<file path="src/rtl/mdu_seq.sv">
// mdu_seq: iterative MULT/MULTU/DIV/DIVU unit owning HI/LO; optional MDU_EARLY_OUT_EN shortens multiply RUN
module mdu_seq #(
  parameter int WIDTH = 32,
  parameter int CNT_W = 6
) (
  input  logic             clk,
  input  logic             rstn,
  input  logic             start,
  input  logic [1:0]       op,
  input  logic [WIDTH-1:0] A,
  input  logic [WIDTH-1:0] B,
  input  logic             we_hi,
  input  logic             we_lo,
  input  logic [WIDTH-1:0] wdata,
  output logic             busy,
  output logic             done,
  output logic [WIDTH-1:0] hi,
  output logic [WIDTH-1:0] lo
);
  typedef enum logic [2:0] {IDLE, PREP, RUN, FIX, DONE} state_t;
  state_t state, state_nxt;
  logic [1:0]         op_q;
  logic [WIDTH-1:0]   a_q, b_q, m_q;
  logic [2*WIDTH-1:0] acc;
  logic [CNT_W-1:0]   cnt;
  logic               sign_q, sign_r;
  // acc holds {upper, multiplier} for multiply and {remainder, quotient} for divide
  logic               is_div, sgn, div0, last, early, run_end;
  logic [WIDTH-1:0]   mag_a, mag_b;
  logic [WIDTH:0]     madd;
  logic [WIDTH+1:0]   trial;
  logic [2*WIDTH-1:0] mul_nxt, div_nxt, run_nxt, prod_f;
  logic [WIDTH-1:0]   quo_f, rem_f;
  // datapath arithmetic for one iteration and for the final sign fix-up
  always_comb begin
    is_div  = op_q[1];
    sgn     = ~op_q[0];
    mag_a   = (sgn & a_q[WIDTH-1]) ? -a_q : a_q;
    mag_b   = (sgn & b_q[WIDTH-1]) ? -b_q : b_q;
    div0    = is_div && (b_q == '0);
    last    = cnt == CNT_W'(WIDTH - 1);
    madd    = {1'b0, acc[2*WIDTH-1:WIDTH]} + (acc[0] ? {1'b0, m_q} : '0);
    mul_nxt = {madd, acc[WIDTH-1:1]};
    trial   = {1'b0, acc[2*WIDTH-1:WIDTH-1]} - {2'b0, m_q};
    div_nxt = trial[WIDTH+1] ? {acc[2*WIDTH-2:0], 1'b0} : {trial[WIDTH-1:0], acc[WIDTH-2:0], 1'b1};
    prod_f  = sign_q ? -acc : acc;
    quo_f   = sign_q ? -acc[WIDTH-1:0] : acc[WIDTH-1:0];
    rem_f   = sign_r ? -acc[2*WIDTH-1:WIDTH] : acc[2*WIDTH-1:WIDTH];
`ifdef MDU_EARLY_OUT_EN
    // after cnt+1 steps the low WIDTH-(cnt+1) bits of acc are the unconsumed multiplier bits
    early   = !is_div && ((mul_nxt[WIDTH-1:0] & ({WIDTH{1'b1}} >> (cnt + 1'b1))) == '0);
    run_end = last || early;
    run_nxt = is_div ? div_nxt : (early ? mul_nxt >> (CNT_W'(WIDTH) - (cnt + 1'b1)) : mul_nxt);
`else
    early   = 1'b0;
    run_end = last || early;
    run_nxt = is_div ? div_nxt : mul_nxt;
`endif
  end
  // state register
  always_ff @(posedge clk or negedge rstn)
    if (!rstn) state <= IDLE;
    else       state <= state_nxt;
  // next-state logic
  always_comb begin
    state_nxt = state;
    case (state)
      IDLE:    state_nxt = start ? PREP : IDLE;
      PREP:    state_nxt = div0 ? DONE : RUN;
      RUN:     state_nxt = run_end ? FIX : RUN;
      FIX:     state_nxt = DONE;
      DONE:    state_nxt = IDLE;
      default: state_nxt = IDLE;
    endcase
  end
  // status outputs decoded from state
  always_comb begin
    busy = state != IDLE;
    done = state == DONE;
  end
  // operand capture, iteration and HI/LO update
  always_ff @(posedge clk or negedge rstn)
    if (!rstn) begin
      op_q   <= '0;
      a_q    <= '0;
      b_q    <= '0;
      m_q    <= '0;
      acc    <= '0;
      cnt    <= '0;
      sign_q <= 1'b0;
      sign_r <= 1'b0;
      hi     <= '0;
      lo     <= '0;
    end else begin
      case (state)
        IDLE: begin
          if (start) begin
            op_q <= op;
            a_q  <= A;
            b_q  <= B;
          end
          if (we_hi) hi <= wdata;
          if (we_lo) lo <= wdata;
        end
        PREP: begin
          sign_q <= sgn & (a_q[WIDTH-1] ^ b_q[WIDTH-1]);
          sign_r <= sgn & a_q[WIDTH-1];
          cnt    <= '0;
          acc    <= {{WIDTH{1'b0}}, is_div ? mag_a : mag_b};
          m_q    <= is_div ? mag_b : mag_a;
          if (div0) begin
            hi <= a_q;
            lo <= '1;
          end
        end
        RUN: begin
          acc <= run_nxt;
          cnt <= cnt + 1'b1;
        end
        FIX: begin
          hi <= is_div ? rem_f : prod_f[2*WIDTH-1:WIDTH];
          lo <= is_div ? quo_f : prod_f[WIDTH-1:0];
        end
        default: ;
      endcase
    end
endmodule
</file>
<file path="config.mk">
export PLATFORM = sky130hd
export DESIGN_NAME = mdu_seq
export DESIGN_NICKNAME = d
export VERILOG_FILES = /design/src/rtl/mdu_seq.sv
export SDC_FILE = /design/constraint.sdc
export NUM_CORES = 1
export LEC_CHECK = 0
export ABC_AREA = 1
export CORE_ASPECT_RATIO = 0.9
export CORE_MARGIN = 2
export CORE_UTILIZATION = 60
export CTS_CLUSTER_SIZE = 24
export DETAILED_ROUTE_END_ITERATION = 8
export PLACE_DENSITY = 0.9
export SLEW_MARGIN = 20
export SYNTH_ARGS = -nofsm -noshare
export SYNTH_HDL_FRONTEND = slang
export SYNTH_SLANG_ARGS = --single-unit
</file>
<file path="constraint.sdc">
create_clock -name clk -period 3 [get_ports clk]
set_input_delay 0.45 -clock clk [delete_from_list [all_inputs] [get_ports clk]]
set_output_delay 0.45 -clock clk [all_outputs]
set_load 0.05 [all_outputs]
</file>
==> results.md <==
- Status: finished clean
- Clk_skew: 23.2 ps
- Post-DR vias/cell: 5.98
- Finished Core Util: 70.4%
- Antenna-violating nets left: 0
- Chip Width: 200 um
- Number of I/O pins: 169
- Number of synthesized flops with an enable pin: 0
- Post-CTS Setup Inserts: 0
- Total grt overflow: 0
- Final hold violation count: 0
- Root Driver: clkbuf_16
- Clock Tree Buf Depth: 3
- Cts bufs inserted: 27
- Routability cong.: 1.06
- Total Routing Usage GR: 46.2%
- Endpoint type of the worst setup path: output port
- Rows: 64
- Core Area: 34000 sq um
- Yosys reg bits: 237
- HPWL Detailed: 66400 um
- Measured slew at the worst slew-check pin: 890 ps
- Fraction of layout cells with a size suffix above 1: 5.48%
- Top cell type's share of synthesized area: 28.6%
- Worst path max stage delay: 870 ps
- Routed WL per cell: 21.0 um
- Initial antenna violation count: 0
- Ys Warns: 0
- Largest area contributor in the netlist: dfrtp_1
- Worst-path fanout max: 4
- DRT Wirelength: 83900 um
- DRT Pass-1 Iters: 9
- Most common cell after layout, fill and taps aside: nand2_1
- CP required: 2550 ps
- Synth area leaders: dfrtp_1 29%, nand2_1 17%, nand3_1 8.6%
- Relative slew slack: 40.1%
- Worst min path class: input pin to register
- Fin crit share: 92.1%
- First-pass GRT wire length: 126000 um
- Cts repair resizes: 0
- Drt drc: 0
- Synthesized Nets: 3550
- RSZ-0062 raised after global routing: false
- Die Y: 180 um
- Post-synth top flop: dfrtp_1
- H-tree depth: 1
- Area delta synth->final: 15.4%
- Critical path class: register to output port
- Fmax: 362 MHz
- Number of global-route vias before repair: 21500
- Setup total negative slack: 0 ps
- Most frequent cells in the layout: 941 x nand2_1, 462 x inv_1, 414 x nor2_1
- Clk sinks: 237
- Post-synthesis cell type count: 56
- Largest net degree at the start of global routing: 112
- Sequential-to-total area share from yosys stat: 28.6%
- Final Critical Period: 2760 ps
- Type of origin of the critical path: register
- Async SR Flop Fraction: 100%
- Nets@finish: 3697
- Final setup fails: 0
- Number of max-cap violations: 0
- CP cell instances: inv_1, nor3_1, clkdlybuf4s50_1
- Buf/Inv on CP: 2
- Mapped Avg Cell Area: 6.15 sq um
- Slowest cell on crit path: clkdlybuf4s50_1
- Hold_buf cts: 1
- Initial Util: 61.0%
- Cell area after synthesis: 20800 sq um
- Largest delay share family, worst path: buffers and inverters
- CTS tree: built
- Syn Inst Count: 3376
- Slew Limit Fails: 0
- FILL cells: 3007
- Clock latency at the later pin of the worst-skew pair: 570 ps
- Arrival @ worst endpoint: 2310 ps
- Iteration-0 DRC Markers: 3172
- Die area: 36100 sq um
- Via Count: 24000
- Buffers on Ports: 168
- Clock slew at the register clock pins of the worst setup and hold paths: 60 ps
-- layer usage --
metal / wire, um / up-vias / track usage, %
met3: 12600 / 217 / 16.1
li1: - / 11200 / -
met1: 33100 / 11000 / 64.2
met4: 4220 / 0 / 18.3
met2: 34000 / 1607 / 65.6
met5: 0 / - / 0
-- per-stage QoR --
stage          hold slack [ps]  instance area, sq um  std cells  setup slack, ps
3_5_place_dp               468                 23100       3955              320
6_report                   466                 24000       4005              237
3_3_place_gp               466                 23100       3955              326
4_1_cts                    457                 23900       4003              291
2_1_floorplan              154                 20800       3376              470
5_1_grt                    482                 23900       4003             21.8
-- registers in the layout (all words and copies together), names as in the netlist --
signal / flops
acc: 64
a_q: 32
b_q: 32
hi: 32
lo: 32
m_q: 32
cnt: 6
state: 3
op_q: 2
sign_q: 1
sign_r: 1
-- synthesized netlist by cell type, types with 5 or more instances --
cell type  instances
a21oi_1          203
a31oi_1           19
and2_1             5
buf_1             17
buf_2             34
buf_6              9
clkbuf_1          58
dfrtp_1          237
ha_1              69
inv_1            463
inv_2              9
mux2_2             7
nand2_1          941
nand2_2           11
nand3_1          356
nand3b_1          11
nand4_1           61
nor2_1           415
nor2_2             8
nor2_4             7
nor3_1            30
o211ai_1          41
o21ai_0          184
o21ai_1           20
o21bai_1          18
o221ai_1           6
o22ai_1           23
or2_2              8
xor2_1            54
-- worst reg2reg max path, delay by kind of cell, from the launching register on --
family        cells  cell delay, ps
simple gates     14            1210
fa+ha+maj         2             630
buf+inv           3             280
flops             1             520
-- cell families after synthesis --
group	share of synthesized area [%]
buffers and inverters	11.3
AND/OR/NAND/NOR	38.6
adder cells (fa/ha/maj)	4.35
multiplexers	0.380
flip-flops	28.6
XOR/XNOR	2.45
AO/OA/AOI/OAI	14.3
-- area by class of cell --
class / instances / area [sq um] / area share, %
tap: 462 / 578 / 2.41
sequential: 237 / 5930 / 24.8
inverter: 473 / 1780 / 7.43
clock inverter: 9 / 63.8 / 0.266
antenna: 2 / 5.00 / 0.0209
timing repair buffer: 238 / 2300 / 9.61
multi-input combinational: 2546 / 12500 / 52.2
clock buffer: 38 / 787 / 3.29
-- final timing paths --
kind	start	end	slack (ps)	cells past startpoint
max reg2reg	acc[0]$_DFFE_PN0P_	acc[59]$_DFFE_PN0P_	260	19
max	state[2]$_DFF_PN0_	done	240	3
min in group asynchronous	rstn	b_q[14]$_DFFE_PN0P_	490	2
max in group asynchronous	rstn	hi[3]$_DFFE_PN0P_	1700	3
min	A[16]	a_q[16]$_DFFE_PN0P_	470	3
min reg2reg	hi[31]$_DFFE_PN0P_	hi[31]$_DFFE_PN0P_	490	2
Power is not shown: default switching activity piles up to over one toggle a cycle in this logic, so the estimate is an artifact.
